<file path="config.mk">
export PLATFORM = sky130hd
export DESIGN_NAME = alu_seq_n_flat
export DESIGN_NICKNAME = d
export VERILOG_FILES = /design/src/rtl/alu_seq_n_if.sv /design/src/rtl/alu_seq_n.sv /design/src/flat_wrapper.sv
export SDC_FILE = /design/constraint.sdc
export NUM_CORES = 1
export LEC_CHECK = 0
export ABC_AREA = 1
export CORE_ASPECT_RATIO = 0.9
export CORE_MARGIN = 2
export CORE_UTILIZATION = 37
export CTS_CLUSTER_DIAMETER = 60
export CTS_CLUSTER_SIZE = 10
export DETAILED_ROUTE_END_ITERATION = 16
export SETUP_SLACK_MARGIN = 0.1
export SLEW_MARGIN = 20
export SYNTH_ARGS = -nofsm -noshare
export SYNTH_HDL_FRONTEND = slang
export SYNTH_SLANG_ARGS = --single-unit
</file>
<file path="constraint.sdc">
create_clock -name clk -period 4.79 [get_ports clk]
set_input_delay 1.1975 -clock clk [delete_from_list [all_inputs] [get_ports clk]]
set_output_delay 1.1975 -clock clk [all_outputs]
set_load 0.02 [all_outputs]
</file>
<file path="src/rtl/alu_seq_n_if.sv">
// Operand/result bundle between the ID/EX operand registers and the sequential ALU.
// The stall unit only needs busy from this bundle.
interface alu_seq_n_if #(
  parameter int WIDTH = 32
);
  logic             start;
  logic [4:0]       FS;
  logic [WIDTH-1:0] S;
  logic [WIDTH-1:0] T;
  logic             busy;
  logic             done;
  logic [WIDTH-1:0] Y_hi;
  logic [WIDTH-1:0] Y_lo;
  logic             C;
  logic             V;
  logic             N;
  logic             Z;
  logic             DZ;

  modport master (
    output start, FS, S, T,
    input  busy, done, Y_hi, Y_lo, C, V, N, Z, DZ
  );

  modport slave (
    input  start, FS, S, T,
    output busy, done, Y_hi, Y_lo, C, V, N, Z, DZ
  );
endinterface

</file>
<file path="src/rtl/alu_seq_n.sv">
// Sequential ALU: single-cycle logic/arithmetic plus iterative signed MUL/DIV
// on one shared shift/add datapath, with start/busy/done handshake and registered results.
module alu_seq_n #(
  parameter int WIDTH = 32
) (
  input  logic       clk,
  input  logic       reset_n,
  alu_seq_n_if.slave bus
);
  localparam int SHW  = $clog2(WIDTH);
  localparam int CNTW = SHW + 1;

  localparam logic [1:0] ST_IDLE = 2'd0;
  localparam logic [1:0] ST_LOAD = 2'd1;
  localparam logic [1:0] ST_ITER = 2'd2;
  localparam logic [1:0] ST_FIX  = 2'd3;

  localparam logic [4:0] FS_PASS_S = 5'h00;
  localparam logic [4:0] FS_PASS_T = 5'h01;
  localparam logic [4:0] FS_ADD    = 5'h02;
  localparam logic [4:0] FS_ADDU   = 5'h03;
  localparam logic [4:0] FS_SUB    = 5'h04;
  localparam logic [4:0] FS_SUBU   = 5'h05;
  localparam logic [4:0] FS_SLT    = 5'h06;
  localparam logic [4:0] FS_SLTU   = 5'h07;
  localparam logic [4:0] FS_AND    = 5'h08;
  localparam logic [4:0] FS_OR     = 5'h09;
  localparam logic [4:0] FS_XOR    = 5'h0A;
  localparam logic [4:0] FS_NOR    = 5'h0B;
  localparam logic [4:0] FS_SLL    = 5'h0C;
  localparam logic [4:0] FS_SRL    = 5'h0D;
  localparam logic [4:0] FS_SRA    = 5'h0E;
  localparam logic [4:0] FS_INC    = 5'h0F;
  localparam logic [4:0] FS_DEC    = 5'h10;
  localparam logic [4:0] FS_MUL    = 5'h1E;
  localparam logic [4:0] FS_DIV    = 5'h1F;

  localparam logic [WIDTH-1:0]   ZERO_W   = {WIDTH{1'b0}};
  localparam logic [WIDTH-1:0]   ONES_W   = {WIDTH{1'b1}};
  localparam logic [WIDTH-1:0]   ONE_W    = {{(WIDTH-1){1'b0}}, 1'b1};
  localparam logic [WIDTH-1:0]   MIN_W    = {1'b1, {(WIDTH-1){1'b0}}};
  localparam logic [2*WIDTH-1:0] ONE_2W   = {{(2*WIDTH-1){1'b0}}, 1'b1};
  localparam logic [CNTW-1:0]    CNT_ONE  = {{(CNTW-1){1'b0}}, 1'b1};
  localparam logic [CNTW-1:0]    CNT_INIT = CNTW'(WIDTH - 1);

  logic [1:0]       state_r;
  logic             busy_r, done_r, c_r, v_r, n_r, z_r, dz_r;
  logic [WIDTH-1:0] y_hi_r, y_lo_r;
  logic             is_div_r;
  logic [WIDTH-1:0] op_s_r, op_t_r, mag_r, hi_r, lo_r;
  logic [CNTW-1:0]  count_r;

  logic [WIDTH-1:0] add_b_s;
  logic             add_cin_s;
  logic [WIDTH:0]   add_sum_s;
  logic             add_v_s;
  logic [WIDTH-1:0] sc_lo_s;
  logic             sc_c_s, sc_v_s;
  logic             is_iter_s;

  logic [WIDTH-1:0] abs_s_s, abs_t_s;
  logic [WIDTH-1:0] step_hi_in_s, step_lo_in_s, step_m_s;
  logic [WIDTH:0]   dp_a_s, dp_b_s;
  logic             dp_cin_s;
  logic [WIDTH+1:0] dp_sum_s;
  logic [WIDTH-1:0] step_hi_s, step_lo_s;

  logic             res_neg_s;
  logic [2*WIDTH-1:0] prod_s;
  logic [WIDTH-1:0] fix_hi_s, fix_lo_s;
  logic             fix_v_s, fix_n_s, fix_dz_s;

  // Single-cycle operations: one adder serves ADD/SUB/INC/DEC, then the result mux.
  always_comb begin
    add_b_s   = bus.T;
    add_cin_s = 1'b0;
    case (bus.FS)
      FS_SUB, FS_SUBU: begin add_b_s = ~bus.T; add_cin_s = 1'b1; end
      FS_INC:          begin add_b_s = ONE_W;  add_cin_s = 1'b0; end
      FS_DEC:          begin add_b_s = ~ONE_W; add_cin_s = 1'b1; end
      default:         begin add_b_s = bus.T;  add_cin_s = 1'b0; end
    endcase
    add_sum_s = {1'b0, bus.S} + {1'b0, add_b_s} + {ZERO_W, add_cin_s};
    // Subtraction is S + ~T + 1, so overflow uses the sign of the operand actually added.
    add_v_s   = (bus.S[WIDTH-1] == add_b_s[WIDTH-1]) && (add_sum_s[WIDTH-1] != bus.S[WIDTH-1]);

    sc_lo_s = ZERO_W;
    sc_c_s  = 1'b0;
    sc_v_s  = 1'b0;
    case (bus.FS)
      FS_PASS_S: sc_lo_s = bus.S;
      FS_PASS_T: sc_lo_s = bus.T;
      FS_ADD, FS_SUB, FS_INC, FS_DEC: begin
        sc_lo_s = add_sum_s[WIDTH-1:0];
        sc_c_s  = add_sum_s[WIDTH];
        sc_v_s  = add_v_s;
      end
      FS_ADDU, FS_SUBU: begin
        sc_lo_s = add_sum_s[WIDTH-1:0];
        sc_c_s  = add_sum_s[WIDTH];
      end
      FS_SLT:  sc_lo_s = {{(WIDTH-1){1'b0}}, ($signed(bus.S) < $signed(bus.T))};
      FS_SLTU: sc_lo_s = {{(WIDTH-1){1'b0}}, (bus.S < bus.T)};
      FS_AND:  sc_lo_s = bus.S & bus.T;
      FS_OR:   sc_lo_s = bus.S | bus.T;
      FS_XOR:  sc_lo_s = bus.S ^ bus.T;
      FS_NOR:  sc_lo_s = ~(bus.S | bus.T);
      FS_SLL:  sc_lo_s = bus.S << bus.T[SHW-1:0];
      FS_SRL:  sc_lo_s = bus.S >> bus.T[SHW-1:0];
      FS_SRA:  sc_lo_s = $signed(bus.S) >>> bus.T[SHW-1:0];
      default: sc_lo_s = ZERO_W;
    endcase

    is_iter_s = (bus.FS == FS_MUL) || (bus.FS == FS_DIV);
  end

  // Shared MUL/DIV step; LOAD feeds fresh magnitudes so it performs the first step itself.
  always_comb begin
    abs_s_s = op_s_r[WIDTH-1] ? (~op_s_r + ONE_W) : op_s_r;
    abs_t_s = op_t_r[WIDTH-1] ? (~op_t_r + ONE_W) : op_t_r;

    if (state_r == ST_LOAD) begin
      step_hi_in_s = ZERO_W;
      step_lo_in_s = is_div_r ? abs_s_s : abs_t_s;
      step_m_s     = is_div_r ? abs_t_s : abs_s_s;
    end else begin
      step_hi_in_s = hi_r;
      step_lo_in_s = lo_r;
      step_m_s     = mag_r;
    end

    if (is_div_r) begin
      dp_a_s   = {step_hi_in_s, step_lo_in_s[WIDTH-1]};
      dp_b_s   = ~{1'b0, step_m_s};
      dp_cin_s = 1'b1;
    end else begin
      dp_a_s   = {1'b0, step_hi_in_s};
      dp_b_s   = step_lo_in_s[0] ? {1'b0, step_m_s} : {1'b0, ZERO_W};
      dp_cin_s = 1'b0;
    end
    dp_sum_s = {1'b0, dp_a_s} + {1'b0, dp_b_s} + {1'b0, ZERO_W, dp_cin_s};

    // For DIV the top carry is the no-borrow bit, i.e. the next quotient bit.
    if (is_div_r) begin
      step_hi_s = dp_sum_s[WIDTH+1] ? dp_sum_s[WIDTH-1:0] : dp_a_s[WIDTH-1:0];
      step_lo_s = {step_lo_in_s[WIDTH-2:0], dp_sum_s[WIDTH+1]};
    end else begin
      step_hi_s = dp_sum_s[WIDTH:1];
      step_lo_s = {dp_sum_s[0], step_lo_in_s[WIDTH-1:1]};
    end
  end

  // Sign fix-up and special cases for the MUL/DIV result.
  always_comb begin
    res_neg_s = op_s_r[WIDTH-1] ^ op_t_r[WIDTH-1];
    prod_s    = res_neg_s ? (~{hi_r, lo_r} + ONE_2W) : {hi_r, lo_r};
    fix_v_s   = 1'b0;
    fix_dz_s  = 1'b0;
    if (!is_div_r) begin
      fix_hi_s = prod_s[2*WIDTH-1:WIDTH];
      fix_lo_s = prod_s[WIDTH-1:0];
    end else if (op_t_r == ZERO_W) begin
      fix_hi_s = op_s_r;
      fix_lo_s = ONES_W;
      fix_dz_s = 1'b1;
    end else begin
      fix_hi_s = op_s_r[WIDTH-1] ? (~hi_r + ONE_W) : hi_r;
      fix_lo_s = res_neg_s ? (~lo_r + ONE_W) : lo_r;
      fix_v_s  = (op_s_r == MIN_W) && (op_t_r == ONES_W);
    end
    fix_n_s = is_div_r ? fix_lo_s[WIDTH-1] : fix_hi_s[WIDTH-1];
  end

  // Control FSM, iteration registers and registered result outputs.
  always_ff @(posedge clk or negedge reset_n) begin
    if (!reset_n) begin
      state_r  <= ST_IDLE;
      busy_r   <= 1'b0;
      done_r   <= 1'b0;
      y_hi_r   <= ZERO_W;
      y_lo_r   <= ZERO_W;
      c_r      <= 1'b0;
      v_r      <= 1'b0;
      n_r      <= 1'b0;
      z_r      <= 1'b0;
      dz_r     <= 1'b0;
      is_div_r <= 1'b0;
      op_s_r   <= ZERO_W;
      op_t_r   <= ZERO_W;
      mag_r    <= ZERO_W;
      hi_r     <= ZERO_W;
      lo_r     <= ZERO_W;
      count_r  <= {CNTW{1'b0}};
    end else begin
      done_r <= 1'b0;
      case (state_r)
        ST_IDLE: begin
          if (bus.start && is_iter_s) begin
            state_r  <= ST_LOAD;
            busy_r   <= 1'b1;
            is_div_r <= (bus.FS == FS_DIV);
            op_s_r   <= bus.S;
            op_t_r   <= bus.T;
          end else if (bus.start) begin
            y_hi_r <= ZERO_W;
            y_lo_r <= sc_lo_s;
            c_r    <= sc_c_s;
            v_r    <= sc_v_s;
            n_r    <= sc_lo_s[WIDTH-1];
            z_r    <= (sc_lo_s == ZERO_W);
            dz_r   <= 1'b0;
            done_r <= 1'b1;
          end
        end
        ST_LOAD: begin
          hi_r    <= step_hi_s;
          lo_r    <= step_lo_s;
          mag_r   <= step_m_s;
          count_r <= CNT_INIT;
          state_r <= ST_ITER;
        end
        ST_ITER: begin
          hi_r    <= step_hi_s;
          lo_r    <= step_lo_s;
          count_r <= count_r - CNT_ONE;
          if (count_r == CNT_ONE) begin
            state_r <= ST_FIX;
          end
        end
        ST_FIX: begin
          y_hi_r  <= fix_hi_s;
          y_lo_r  <= fix_lo_s;
          c_r     <= 1'b0;
          v_r     <= fix_v_s;
          n_r     <= fix_n_s;
          z_r     <= (fix_hi_s == ZERO_W) && (fix_lo_s == ZERO_W);
          dz_r    <= fix_dz_s;
          done_r  <= 1'b1;
          busy_r  <= 1'b0;
          state_r <= ST_IDLE;
        end
        default: begin
          state_r <= ST_IDLE;
          busy_r  <= 1'b0;
        end
      endcase
    end
  end

  assign bus.busy = busy_r;
  assign bus.done = done_r;
  assign bus.Y_hi = y_hi_r;
  assign bus.Y_lo = y_lo_r;
  assign bus.C    = c_r;
  assign bus.V    = v_r;
  assign bus.N    = n_r;
  assign bus.Z    = z_r;
  assign bus.DZ   = dz_r;
endmodule

</file>
<file path="src/flat_wrapper.sv">
// flat-port wrapper written by rule: the top's interface ports become plain ports
module alu_seq_n_flat 
#(
  parameter int WIDTH = 32
)
  (clk, reset_n, bus_start, bus_FS, bus_S, bus_T, bus_busy, bus_done, bus_Y_hi, bus_Y_lo, bus_C, bus_V, bus_N, bus_Z, bus_DZ);
  alu_seq_n_if #(.WIDTH(WIDTH)) bus_i ();
  input  logic clk;
  input  logic reset_n;
  input wire logic [$bits(bus_i.start)-1:0] bus_start;
  input wire logic [$bits(bus_i.FS)-1:0] bus_FS;
  input wire logic [$bits(bus_i.S)-1:0] bus_S;
  input wire logic [$bits(bus_i.T)-1:0] bus_T;
  output wire logic [$bits(bus_i.busy)-1:0] bus_busy;
  output wire logic [$bits(bus_i.done)-1:0] bus_done;
  output wire logic [$bits(bus_i.Y_hi)-1:0] bus_Y_hi;
  output wire logic [$bits(bus_i.Y_lo)-1:0] bus_Y_lo;
  output wire logic [$bits(bus_i.C)-1:0] bus_C;
  output wire logic [$bits(bus_i.V)-1:0] bus_V;
  output wire logic [$bits(bus_i.N)-1:0] bus_N;
  output wire logic [$bits(bus_i.Z)-1:0] bus_Z;
  output wire logic [$bits(bus_i.DZ)-1:0] bus_DZ;
  assign bus_i.start = bus_start;
  assign bus_i.FS = bus_FS;
  assign bus_i.S = bus_S;
  assign bus_i.T = bus_T;
  assign bus_busy = bus_i.busy;
  assign bus_done = bus_i.done;
  assign bus_Y_hi = bus_i.Y_hi;
  assign bus_Y_lo = bus_i.Y_lo;
  assign bus_C = bus_i.C;
  assign bus_V = bus_i.V;
  assign bus_N = bus_i.N;
  assign bus_Z = bus_i.Z;
  assign bus_DZ = bus_i.DZ;
  alu_seq_n #(.WIDTH(WIDTH)) u_core (.clk(clk), .reset_n(reset_n), .bus(bus_i));
endmodule
</file>
==> results of run 1 <==
-- sequential cells by signal, summed over array words and instances, names as in the netlist, 2 cells and up --
register,flops
u_core.bus.Y_lo,32
u_core.state_r,2
u_core.mag_r,32
u_core.bus.Y_hi,32
u_core.op_t_r,32
u_core.hi_r,32
u_core.lo_r,32
u_core.op_s_r,32
u_core.count_r,6
-- layer usage --
| layer | vias to the layer above | global-route usage [%] |
|---|---|---|
| li1 | 17500 | - |
| met2 | 1995 | 53.5 |
| met4 | 12 | 13.1 |
| met3 | 335 | 7.54 |
| met1 | 17200 | 52.5 |
| met5 | - | 0 |
-- through the flow --
| step | utilization [%] | hold slack [ps] | cell area (um2) | setup WS (ps) |
|---|---|---|---|---|
| 2_1_floorplan | - | 453 | 29100 | 567 |
| 3_3_place_gp | 44.2 | 465 | 34400 | -307 |
| 3_5_place_dp | 44.2 | 470 | 34400 | -296 |
| 4_1_cts | 45.5 | 486 | 35400 | 100 |
| 5_1_grt | 46.5 | 505 | 36200 | 7.62 |
| 6_report | 46.5 | 481 | 36200 | 308 |
-- cell usage in the layout, fill, tap and decap left out, types with 6 or more instances in the layout --
cell             instances
a21o_1                  12
a21oi_1                160
a21oi_2                 20
a22oi_1                  8
a31oi_1                 14
and2_1                   6
buf_12                  19
buf_4                  445
clkbuf_16               38
clkdlybuf4s50_1        138
dfrtp_1                236
ha_1                   166
inv_1                  420
inv_2                   27
inv_6                    6
nand2_1               1619
nand2_2                 23
nand3_1                580
nand3_2                  8
nand3b_1                19
nand4_1                 57
nor2_1                 560
nor2_2                  31
nor2_4                   6
nor3_1                  42
nor4_1                   7
o211ai_1                84
o21ai_0                462
o21ai_1                 37
o21bai_1                 6
o22ai_1                 34
o31ai_1                  7
or2_2                   17
xnor2_1                 13
xor2_1                  83
xor2_2                   7
-- kinds of logic (layout without fill, tap and decap cells) --
group,count (synthesis),after routing,share of synthesized area (%)
fa+ha+maj,175,175,7.63
simple gates,2987,2987,42.5
compound gates,888,888,16.9
flops,240,240,20.7
xor+xnor,104,104,3.13
buf+inv,691,1117,9.17
-- power groups by stage --
| stage | Sequential, mW | Clock (mW) | Combinational [mW] |
|---|---|---|---|
| after floorplan | 3.53 | 0 | 7.59 |
| after global placement | 3.60 | 0 | 13.1 |
| after detailed placement | 3.60 | 0 | 13.2 |
| after global routing | 3.68 | 2.52 | 15.2 |
| final | 3.63 | 2.40 | 14.0 |
| after CTS | 3.58 | 2.42 | 13.2 |
-- worst register-to-register path, stage by stage, from the launching register on --
cell and delay, ps:
dfrtp_2 450, inv_2 100, ha_2 210, nand3_1 120, buf_4 160, nand2_1 70
xor2_1 350, o21ai_0 130, o21ai_1 290, o21ai_0 270, ha_1 430, nand2_1 80
nand2_1 90, a21oi_1 210, a21oi_1 100, buf_4 160, o21ai_2 170, o2111ai_4 190
buf_12 190, clkbuf_4 190, nand3_1 90, a21oi_1 60, o21ai_1 150, o21ai_0 90
-- worst max path at each step --
stage / start / end / slack (ps) / cells past startpoint
global placement: bus_FS[2] / u_core.bus.Y_lo[18] / -310 / 27
floorplan: u_core.is_div_r / u_core.hi_r[28] / 570 / 28
global route: u_core.op_s_r[3] / u_core.hi_r[16] / 8 / 31
finish: u_core.op_t_r[0] / u_core.hi_r[20] / 310 / 23
detailed placement: bus_FS[2] / u_core.bus.Z / -300 / 27
CTS: u_core.op_t_r[0] / u_core.hi_r[0] / 100 / 33
-- cell type report --
type / count / area [um2]
Clock buffer: 40 / 915
Timing Repair Buffer: 613 / 5260
Inverter: 452 / 1700
Multi-Input combinational cell: 4154 / 20900
Fill cell: 8508 / 41600
Clock inverter: 12 / 100
Tap cell: 1039 / 1300
Sequential cell: 240 / 6010
-- what timing repair did --
item                                    in CTS  in global routing
endpoints found under the setup margin      22                 45
pin swaps                                    0                 61
setup buffers                                0                 28
gates cloned                                 0                  3
resized for setup                            4                159
==> impl_metrics.yaml, run 1 <==
run_status:
  status: "complete, no violations"
routing:
  avgViaCountPerCell: 5.66
  avgRoutedWirePerCell_um: 23.4
  drt_iter0_drc: 4643
  drt_pre_antenna_iters: 6
  vias: 37100
  met1_length_um: 66600
  routed.top_layer: "met5"
  routed_wl_um: 153000
  drc: 0
  ant_nets: 0
  wl_met2_um: 62800
  wl_met3_um: 16800
die:
  dieArea_um2: 80900
  ios: 143
  start_util_pct: 37.4
  core_area_um2: 77800
  fp.dieW_um: 300
  rows: 97
  dieHeight_um: 270
final_layout:
  layout-drive-gt1-share_pct: 12.6
  final_cell_count_no_fill: 6550
  nNetsFinal: 5743
  area_growth_pct: 24.4
  n_antenna_cell: 0
hold_path:
  hold_depth: 2
  min_to: "u_core.bus.Y_hi[30]"
  hp-start: "u_core.bus.Y_hi[30]"
  hp-class: "register to register"
clock_tree:
  h-tree-depth: 2
  hold_buffers: 0
  cts_tree: "done"
  cts_buffer_depth: 3
  clk_latency_ps: 560
  cts.sinks: 240
  cts_buffers: 35
  clk_pin_slew_worst_paths_ps: 50
  root_buffer: "clkbuf_16"
sta:
  min_period_ps: 4480
  drv_slew: 0
  slew_headroom_pct: 23.8
  rsz0062_at_grt: "true"
  fin_setup_tns_ps: 0
  hold_violations: 0
  setup_violations: 0
  min_period_over_period_pct: 93.6
  finalClockSkew_ps: 22.9
  tightest_slew_ps: 1140
  clock.fmax_ghz: 0.223
placement:
  gp_congestion: 1.10
  portBuffers: 142
  place_inst: 6467
  dpl.hpwl_um: 124000
yosys:
  syn-num-nets: 5332
  ys.flop_type: "dfrtp_1"
  synth_top_area_share_pct: 21.2
  ys_types: 52
  async_flop_share_pct: 100
  syn_avg_cell_area_um2: 5.72
  yosys_warnings: 0
  ys_top_cells_by_count: "nand2_1 (1640), nor2_1 (592), nand3_1 (587)"
  synth.most_common_cell: "nand2_1"
  synth.cell_area_um2: 29100
  ys_ff_latch: 240
  netlist_instances: 5085
  ys_seq_area_share_pct: 20.7
  synth.area.top_cells: "nand2_1 (21%), dfrtp_1 (21%), nand3_1 (10%)"
  yosys.area.top_type: "nand2_1"
  synth_edf_count: 0
worst_setup_path:
  r2r_slack_ps: 310
  cp_num_buf_inv: 5
  reg2reg_to: "u_core.hi_r[20]"
  crit_path_end_kind: "register"
  crit_family: "compound AO/OA/AOI/OAI gates"
  cp.required_ps: 5210
  r2r-start: "u_core.op_t_r[0]"
  cp_cell_sequence: "inv_2 -> ha_2 -> nand3_1 -> buf_4 -> nand2_1 -> xor2_1 -> o21ai_0 -> o21ai_1 -> o21ai_0 -> ha_1 -> nand2_1 -> nand2_1 -> a21oi_1 -> a21oi_1 -> buf_4 -> o21ai_2 -> o2111ai_4 -> buf_12 -> clkbuf_4 -> nand3_1 -> a21oi_1 -> o21ai_1 -> o21ai_0"
  cp_max_fo: 7
  cp_slowest_cell: "dfrtp_2"
  slowest_delay_ps: 450
  rr_worst_depth: 23
  cp-start-kind: "register"
  cp.arrival_ps: 4900
  critPathKind: "register to register"
power:
  power_density_nw_per_um2: 553
  switchingPower_mw: 10.9
  p_total_mw: 20.0
  p_int_mw: 9.07
  clkPwrFrac_pct: 12.0
  power.leakage_nw: 17.9
  ir_drop_mv: 0.507
  power_frac_seq_pct: 18.2
  swShare_pct: 54.7
  power_frac_comb_pct: 69.8
global_route:
  grtUsageTotal_pct: 36.5
  grt_pass1_vias: 33400
  overflow: 0
  grt_pass1_wl_um: 222000
  grt_max_degree: 107
  grt_antenna_before_repair: 6
job:
  cap_viol_max_count: 0
No activity file was read; power rests on OpenSTA's default activity.
==> inputs of run 2 (changes only) <==
--- a/config.mk
+++ b/config.mk
@@ -12,7 +12,9 @@
 export CTS_CLUSTER_DIAMETER = 60
 export CTS_CLUSTER_SIZE = 10
 export DETAILED_ROUTE_END_ITERATION = 16
+export PLACE_DENSITY_LB_ADDON = 0.12
 export SETUP_SLACK_MARGIN = 0.1
+export SKIP_LAST_GASP = 1
 export SLEW_MARGIN = 20
 export SYNTH_ARGS = -nofsm -noshare
 export SYNTH_HDL_FRONTEND = slang
==> run 2 against run 1 <==
Against the previous run:
- final cell count grew 1.2%
- sequential share of layout area shrank 0.35 points
- cell area grew 2.1%
- die area is the same
- critical path type unchanged
- critical endpoint is now u_core.hi_r[14]
- largest cell class unchanged
==> impl_metrics.yaml, run 2 (synthesis results as in run 1) <==
sta:
  setup_violations: 0
  min_period_ps: 4540
  clock.fmax_ghz: 0.220
  rsz0062_at_grt: "false"
  tightest_slew_ps: 1120
  min_period_over_period_pct: 94.9
  finalClockSkew_ps: 28.8
  slew_headroom_pct: 25.2
  fin_setup_tns_ps: 0
  drv_slew: 0
  hold_violations: 0
hold_path:
  hold_depth: 2
  hp-start: "u_core.bus.Y_hi[15]"
  min_to: "u_core.bus.Y_hi[15]"
  hp-class: "register to register"
worst_setup_path:
  crit_family: "compound AO/OA/AOI/OAI gates"
  cp_max_fo: 9
  cp_cell_sequence: "buf_4 -> inv_2 -> ha_4 -> nand2_2 -> buf_4 -> nand2_1 -> xor2_1 -> o21ai_0 -> o21ai_0 -> nand2_1 -> o21ai_1 -> ha_1 -> nand2_1 -> nand2_1 -> o21ai_0 -> a21oi_2 -> o21ai_1 -> o2111ai_4 -> buf_8 -> buf_4 -> buf_4 -> o211ai_1 -> a21oi_1"
  r2r-start: "u_core.op_t_r[0]"
  cp_num_buf_inv: 6
  cp.required_ps: 5220
  startpoint: "u_core.op_t_r[0]"
  cp-start-kind: "register"
  r2r_slack_ps: 250
  crit_path_end_kind: "register"
  critPathKind: "register to register"
  cp.arrival_ps: 4970
  rr_worst_depth: 23
  reg2reg_to: "u_core.hi_r[14]"
  cp_slowest_cell: "dfrtp_1"
  slowest_delay_ps: 400
routing:
  wl_met2_um: 65600
  met1_length_um: 66400
  avgRoutedWirePerCell_um: 23.5
  vias: 37400
  wl_met3_um: 16700
  routed.top_layer: "met5"
  avgViaCountPerCell: 5.64
  ant_nets: 0
  drc: 0
  drt_iter0_drc: 4767
  routed_wl_um: 156000
  drt_pre_antenna_iters: 6
clock_tree:
  clk_latency_ps: 570
  cts_tree: "done"
  clk_pin_slew_worst_paths_ps: 50
  hold_buffers: 0
  cts_buffer_depth: 3
  root_buffer: "clkbuf_16"
  h-tree-depth: 2
  cts.sinks: 240
  cts_buffers: 35
power:
  power_density_nw_per_um2: 563
  power.leakage_nw: 18.3
  ir_drop_mv: 0.434
global_route:
  grt_pass1_wl_um: 227000
  grt_pass1_vias: 34300
  grt_antenna_before_repair: 11
  grt_max_degree: 111
  grtUsageTotal_pct: 37.5
  overflow: 0
placement:
  gp_congestion: 1.04
  portBuffers: 142
  dpl_cell_area_um2: 35000
  dpl.hpwl_um: 127000
final_layout:
  seqCellArea_um2: 6010
  area_growth_pct: 27.1
  layout_commonest_cell: "nand2_1"
  multi_input_area_um2: 21100
  layout-drive-gt1-share_pct: 14.2
  mostFrequentLayoutCells: "nand2_1 (1622), nand3_1 (573), nor2_1 (562)"
  final_area_um2: 37000
  nNetsFinal: 5818
  n_fill_cell: 8497
die:
  core_area_um2: 77800
  dieArea_um2: 80900
  rows: 97
  ios: 143
  fp.dieW_um: 300
  dieHeight_um: 270
  start_util_pct: 37.4
job:
  cap_viol_max_count: 0
run_status:
  status: "complete, no violations"
run 2: cell count changes in the layout (fill, tap and decap cells not counted), moves of 4 or more:
| cell | previous run | this run |
|---|---|---|
| o21ai_2 | 4 | 13 |
| nor3_2 | 2 | 7 |
| nand3_1 | 580 | 573 |
| o21ai_1 | 37 | 42 |
| nor3_1 | 42 | 37 |
| ha_1 | 166 | 161 |
| ha_4 | 4 | 8 |
| nor2_2 | 31 | 26 |
| buf_4 | 445 | 525 |
| o21ai_0 | 462 | 448 |
| nand3_2 | 8 | 15 |
run 2: through the flow:
stage	total power [mW]	utilization (%)	setup slack, ps	instances	hold WS (ps)
finish	20.8	47.5	245	6629	478
global route	22.3	47.5	28.3	6628	496
CTS	20.1	46.5	104	6612	485
detailed placement	17.3	45.0	-254	6548	468
global placement	17.3	45.0	-270	6548	465
floorplan	11.1	-	567	5085	453
run 2: worst max-delay path by stage:
stage	end	depth (start not counted)
after floorplan	u_core.hi_r[28]	28
after global routing	u_core.hi_r[1]	34
after CTS	u_core.hi_r[16]	33
final	u_core.hi_r[14]	23
after detailed placement	u_core.bus.Z	30
after global placement	u_core.bus.Z	30
run 2: metal layers:
| metal | up-vias | track usage [%] |
|---|---|---|
| met5 | - | 0 |
| met4 | 12 | 14.8 |
| met3 | 284 | 7.58 |
| met2 | 1924 | 56.2 |
| met1 | 17500 | 52.4 |
| li1 | 17700 | - |
run 2: area by class of cell:
cell class                 instances  share of cell area [%]
clock buffer                      42                    2.52
clock inverter                    13                   0.464
antenna                            1                 0.00677
tap                             1039                    3.52
sequential                       240                    16.3
inverter                         452                    4.61
timing repair buffer             688                    15.6
multi-input combinational       4154                    57.0
run 2: what timing repair did:
item                                    4_1_cts  5_1_grt
cloned                                        0        2
endpoints found under the setup margin       25       41
pin swaps                                    10       56
resized for setup                            14      180
setup buffers                                 9       14
run 2: power breakdown:
part	leakage, nW	switching, mW	total, mW	internal [mW]
combinational	14.7	9.29	14.7	5.41
clock	0.531	1.06	2.57	1.50
sequential	3.08	0.775	3.54	2.77
total	18.3	11.1	20.8	9.68
run 2: worst min-delay path: stages, from the launching register on:
cell	delay, ps
dfrtp_1	340
nand2_1	50
o21ai_0	60
